File: config.mk
export PLATFORM = sky130hd
export DESIGN_NAME = serial_operand_shift_reg
export DESIGN_NICKNAME = d
export VERILOG_FILES = /design/src/rtl/serial_operand_shift_reg.sv
export SDC_FILE = /design/constraint.sdc
export NUM_CORES = 1
export LEC_CHECK = 0
export BUFFER_PORTS_ARGS = -buffer_cell sky130_fd_sc_hd__clkbuf_2
export CORE_MARGIN = 5
export CORE_UTILIZATION = 42
export CTS_CLUSTER_DIAMETER = 40
export DETAILED_ROUTE_END_ITERATION = 16
export GPL_TIMING_DRIVEN = 0
export PLACE_DENSITY = 0.81
export SLEW_MARGIN = 20
export SYNTH_ARGS = -nofsm -noshare
export SYNTH_HDL_FRONTEND = slang
export SYNTH_SLANG_ARGS = --single-unit
File: constraint.sdc
create_clock -name CLK -period 1 [get_ports CLK]
set_input_delay 0.2 -clock CLK [delete_from_list [all_inputs] [get_ports CLK]]
set_output_delay 0.2 -clock CLK [all_outputs]
set_load 0.01 [all_outputs]
File: src/rtl/serial_operand_shift_reg.sv
// Parallel-load, serial-out operand register for the bit-serial adder/subtractor.
// Configurable width, bit order, output inversion and rotate/zero-fill shifting.
module serial_operand_shift_reg #(
    parameter int unsigned WIDTH     = 8,
    parameter bit          LSB_FIRST = 1'b1,
    parameter bit          INVERT    = 1'b0,
    parameter bit          RECIRC    = 1'b0
) (
    input  logic             CLK,
    input  logic             RST,
    input  logic             L,
    input  logic [WIDTH-1:0] Load,
    input  logic             EN,
    output logic             Sout,
    output logic             First,
    output logic             Last,
    output logic             Busy,
    output logic             Done,
    output logic [WIDTH-1:0] Q
);

    localparam int unsigned CW = $clog2(WIDTH);
    localparam logic [CW-1:0] LastCount = CW'(WIDTH - 1);

    typedef enum logic {StIdle, StShift} state_e;

    state_e           r_state;
    logic [WIDTH-1:0] r_reg;
    logic [CW-1:0]    r_count;
    logic             r_done;

    logic             w_sel_bit;
    logic             w_fill;
    logic [WIDTH-1:0] w_shifted;
    logic             w_busy;

    always_comb begin
        w_sel_bit = LSB_FIRST ? r_reg[0] : r_reg[WIDTH-1];
        // Recirculated bit is the stored value, never the inverted output.
        w_fill    = RECIRC ? w_sel_bit : 1'b0;
        w_shifted = LSB_FIRST ? {w_fill, r_reg[WIDTH-1:1]} : {r_reg[WIDTH-2:0], w_fill};
        w_busy    = (r_state == StShift);
    end

    always_ff @(posedge CLK) begin
        if (RST) begin
            r_reg   <= '0;
            r_count <= '0;
            r_state <= StIdle;
            r_done  <= 1'b0;
        end else begin
            r_done <= 1'b0;
            if (L) begin
                r_reg   <= Load;
                r_count <= '0;
                r_state <= StShift;
            end else if (r_state == StShift && EN) begin
                r_reg <= w_shifted;
                if (r_count == LastCount) begin
                    r_count <= '0;
                    r_state <= StIdle;
                    r_done  <= 1'b1;
                end else begin
                    r_count <= r_count + 1'b1;
                end
            end
        end
    end

    always_comb begin
        Sout  = w_busy & (w_sel_bit ^ INVERT);
        First = w_busy && (r_count == '0);
        Last  = w_busy && (r_count == LastCount);
        Busy  = w_busy;
        Done  = r_done;
        Q     = r_reg;
    end

endmodule

==> metrics.txt <==
# TYPE chip_impl_metric gauge
chip_impl_metric{name="port-buffer-count",unit=""} 23
chip_impl_metric{name="reg2reg_depth",unit=""} 6
chip_impl_metric{name="wire_length_of_the_first_global_routing_pass",unit="µm"} 2691
chip_impl_metric{name="setup_viol",unit=""} 15
chip_impl_info{name="status",value="finished with violations"} 1
chip_impl_info{name="rsz0062_at_grt",value="yes"} 1
chip_impl_info{name="setup.worst_path.start_class",value="flop"} 1
chip_impl_metric{name="die_w",unit="µm"} 50.15
chip_impl_info{name="ys_top_cells_by_count",value="13 x dfxtp_1, 10 x nor2_1, 10 x nor3_1"} 1
chip_impl_metric{name="grt_use_total",unit="%"} 14.39
chip_impl_metric{name="regArea",unit="µm²"} 279.0
chip_impl_info{name="critical_path_class",value="flop to primary output"} 1
chip_impl_metric{name="setup_slack",unit="ps"} -393.7
chip_impl_info{name="violations_in_the_final_reports",value="setup timing"} 1
chip_impl_metric{name="fraction_of_layout_cells_with_a_size_suffix_above_1",unit="%"} 69.09
chip_impl_metric{name="globalplace.congestion",unit=""} 0.7089
chip_impl_metric{name="max_slew.worst_pin.slew",unit="ps"} 292.0
chip_impl_metric{name="antenna-diode-count",unit=""} 0
chip_impl_metric{name="ir_worst_vdd",unit="mV"} 0.8975
chip_impl_metric{name="wl_per_cell",unit="µm"} 15.59
chip_impl_info{name="synth_top_cells_by_area",value="dfxtp_1 38%, a2111oi_2 16%, nor3_1 7.4%"} 1
chip_impl_info{name="cts_root_buf",value="clkbuf_4"} 1
chip_impl_metric{name="layout_min_cycle_time",unit="ps"} 1394
chip_impl_metric{name="globalRouteOverflowTotal",unit=""} 0
chip_impl_metric{name="row_count",unit=""} 14
chip_impl_metric{name="place.detailed.hpwl",unit="µm"} 1059
chip_impl_metric{name="post-place-cells",unit=""} 110
chip_impl_metric{name="cts_max_path_buffers",unit=""} 2
chip_impl_metric{name="first_global_vias",unit=""} 581
chip_impl_metric{name="grt_antenna_before_repair",unit=""} 0
chip_impl_metric{name="pre_cts_slack",unit="ps"} -116.5
chip_impl_metric{name="arrival",unit="ps"} 1190
chip_impl_metric{name="hold_depth",unit=""} 3
chip_impl_metric{name="clkSinkCount",unit=""} 13
chip_impl_info{name="r2r_start",value="r_count[0]"} 1
chip_impl_metric{name="fin_hold_ws",unit="ps"} 133.4
chip_impl_metric{name="worstSkewPairLatency",unit="ps"} 290
chip_impl_metric{name="violation_count_after_the_first_detailed_route_iteration",unit=""} 7
chip_impl_metric{name="vias_per_cell",unit=""} 5.270
chip_impl_metric{name="drt_wl_total",unit="µm"} 1964
chip_impl_info{name="crit_start",value="r_count[0]"} 1
chip_impl_info{name="worstSetupEndpointType",value="primary output"} 1
chip_impl_metric{name="tritoncts.num_buffers",unit=""} 3
chip_impl_metric{name="worst-path-max-fanout",unit=""} 3
chip_impl_metric{name="power.leakage",unit="µW"} 0.0004980
chip_impl_metric{name="max-slew-margin-rel",unit="%"} 80.53
chip_impl_metric{name="syn-instance-count",unit=""} 71
chip_impl_metric{name="worst-endpoint-required",unit="ps"} 800
chip_impl_metric{name="timing.reg2reg.setup_slack",unit="ps"} -160
chip_impl_metric{name="max_cap_viol_count",unit=""} 0
chip_impl_metric{name="final_min_period_over_clock_period",unit="%"} 139.4
chip_impl_metric{name="final_nets",unit=""} 126
chip_impl_info{name="top_cell_type_by_total_area_after_synthesis",value="dfxtp_1"} 1
chip_impl_metric{name="seq_cells_post_synth",unit=""} 13
chip_impl_metric{name="dieArea",unit="mm²"} 0.002515
chip_impl_info{name="tritoncts",value="yes"} 1
chip_impl_metric{name="syn2layout_area_growth",unit="%"} 70.05
chip_impl_metric{name="multiInputGateArea",unit="µm²"} 484.2
chip_impl_metric{name="route.detailed.drc",unit=""} 0
chip_impl_info{name="r2r_end",value="r_count[0]"} 1
chip_impl_metric{name="chipHeight",unit="µm"} 50.15
chip_impl_metric{name="p_per_area",unit="mW/mm²"} 1099
chip_impl_metric{name="synth.net_count",unit=""} 86
chip_impl_metric{name="drt_pass1_iterations",unit=""} 4
chip_impl_metric{name="design.portCount",unit=""} 25
chip_impl_metric{name="ys_warn_count",unit=""} 0
chip_impl_metric{name="count_of_flip_flops_with_a_built_in_enable_after_synthesis",unit=""} 0
chip_impl_metric{name="netlist-cell-type-count",unit=""} 18
chip_impl_metric{name="hold_vio_cnt_final",unit=""} 0
chip_impl_metric{name="ant_nets",unit=""} 0
chip_impl_metric{name="timing.final.max_slew_violations",unit=""} 0
chip_impl_metric{name="max_freq",unit="MHz"} 717.5
chip_impl_metric{name="asyncSetResetFlopFracSynth",unit="%"} 0
chip_impl_metric{name="core_area",unit="mm²"} 0.001524
chip_impl_metric{name="skew",unit="ps"} 6.685
chip_impl_metric{name="filler_cell_count",unit=""} 98
chip_impl_metric{name="cts.clk_slew.worst_paths",unit="ps"} 80
chip_impl_metric{name="synth.yosys.seq_area_share",unit="%"} 38.45
chip_impl_info{name="hold_path_class",value="input port to flop"} 1
chip_impl_metric{name="synthesis.area",unit="µm²"} 676.9
chip_impl_metric{name="power",unit="µW"} 1265
chip_impl_metric{name="htree_num_levels",unit=""} 1
chip_impl_info{name="dominantRegCellSynth",value="dfxtp_1"} 1
chip_impl_metric{name="synth_largest_type_area_fraction",unit="%"} 38.45
chip_impl_info{name="crit_end",value="Last"} 1
chip_impl_info{name="synth_most_common_cell",value="dfxtp_1"} 1
chip_impl_metric{name="syn-mean-instance-area",unit="µm²"} 9.534
chip_impl_metric{name="num_vias",unit=""} 664
chip_impl_metric{name="initial_core_util",unit="%"} 44.42
chip_impl_metric{name="stdcell_count",unit=""} 126
chip_impl_metric{name="grt_start_max_net_pins",unit=""} 11
## through the flow
stage          setup TNS (ps)  instance area [µm²]  util, %
6_report                -2004                 1151    75.53
5_1_grt                 -2792                 1151    75.53
4_1_cts                 -2074                994.7    65.27
3_5_place_dp           -602.0                840.8    55.17
3_3_place_gp           -414.6                840.8    55.17
2_1_floorplan          -48.62                705.7        -
## how the worst min path moves through the flow
| stage | start | to | slack (ps) |
|---|---|---|---|
| floorplan | RST | Q[1] | 270 |
| global placement | Load[7] | Q[7] | 430 |
| detailed placement | Load[7] | Q[7] | 440 |
| CTS | Load[7] | Q[7] | 140 |
| global route | Load[7] | Q[7] | 140 |
| finish | Load[7] | Q[7] | 130 |
## flip-flops by register name, indices dropped and copies added, names as in the netlist
signal / count
Q: 8
r_count: 3
Busy: 1
Done: 1
## cell type report
type                    count  share of cell area [%]
well taps                  16                   1.739
plain buffers               5                   4.130
inverters                   3                  0.9783
repair buffers             35                   24.57
clock buffers               4                   2.283
multi-input cells          50                   42.07
flip-flops and latches     13                   24.24
## repair_timing
action | in CTS | in global routing
gates cloned | 1 | 0
pin swaps | 3 | 7
endpoints found under the setup margin | 15 | 25
hold buffers | 0 | 0
resized for setup | 12 | 34
setup buffers | 5 | 6
## report_power, final
part / switching, µW / internal [µW] / leakage [µW]
sequential: 30.9 / 550 / 0.000111
combinational: 159 / 185 / 0.000372
clock: 185 / 155 / 0.0000150
total: 374 / 891 / 0.000498
## per-layer routing
layer / track usage [%] / wire length, µm / share of wire (%) / up-vias
li1: - / - / - / 330
met1: 15.34 / 698 / 36 / 307
met2: 23.01 / 1080 / 55 / 23
met3: 5.325 / 133 / 6.8 / 4
met4: 10.48 / 52 / 2.6 / 0
met5: 0 / 0 / 0 / -
## cell usage in the layout, fill, tap and decap left out, types with 4 or more instances in the layout
cell        n
a2111oi_2   4
clkbuf_2   14
nor3_2      6
nor2b_1     6
nor2_1      8
nor3_1      4
buf_4      11
buf_6       8
buf_2       4
dfxtp_2     9
## logic make-up (layout without fill, tap and decap cells)
| logic type | Yosys count | in the layout | share of synthesized area [%] |
|---|---|---|---|
| muxes | 3 | 3 | 4.436 |
| DFF | 13 | 13 | 38.45 |
| adders and majority gates | 3 | 3 | 5.546 |
| buffers and inverters | 8 | 47 | 7.393 |
| AOI/OAI and AO/OA | 10 | 10 | 18.11 |
| and+or+nand+nor | 34 | 34 | 26.06 |
## critical path, stage by stage (launching register included)
cell     delay [ps]
dfxtp_4         360
ha_4            160
ha_4            150
and2_4          130
buf_6           110
Note: power is estimated with default switching activity, not from simulation.
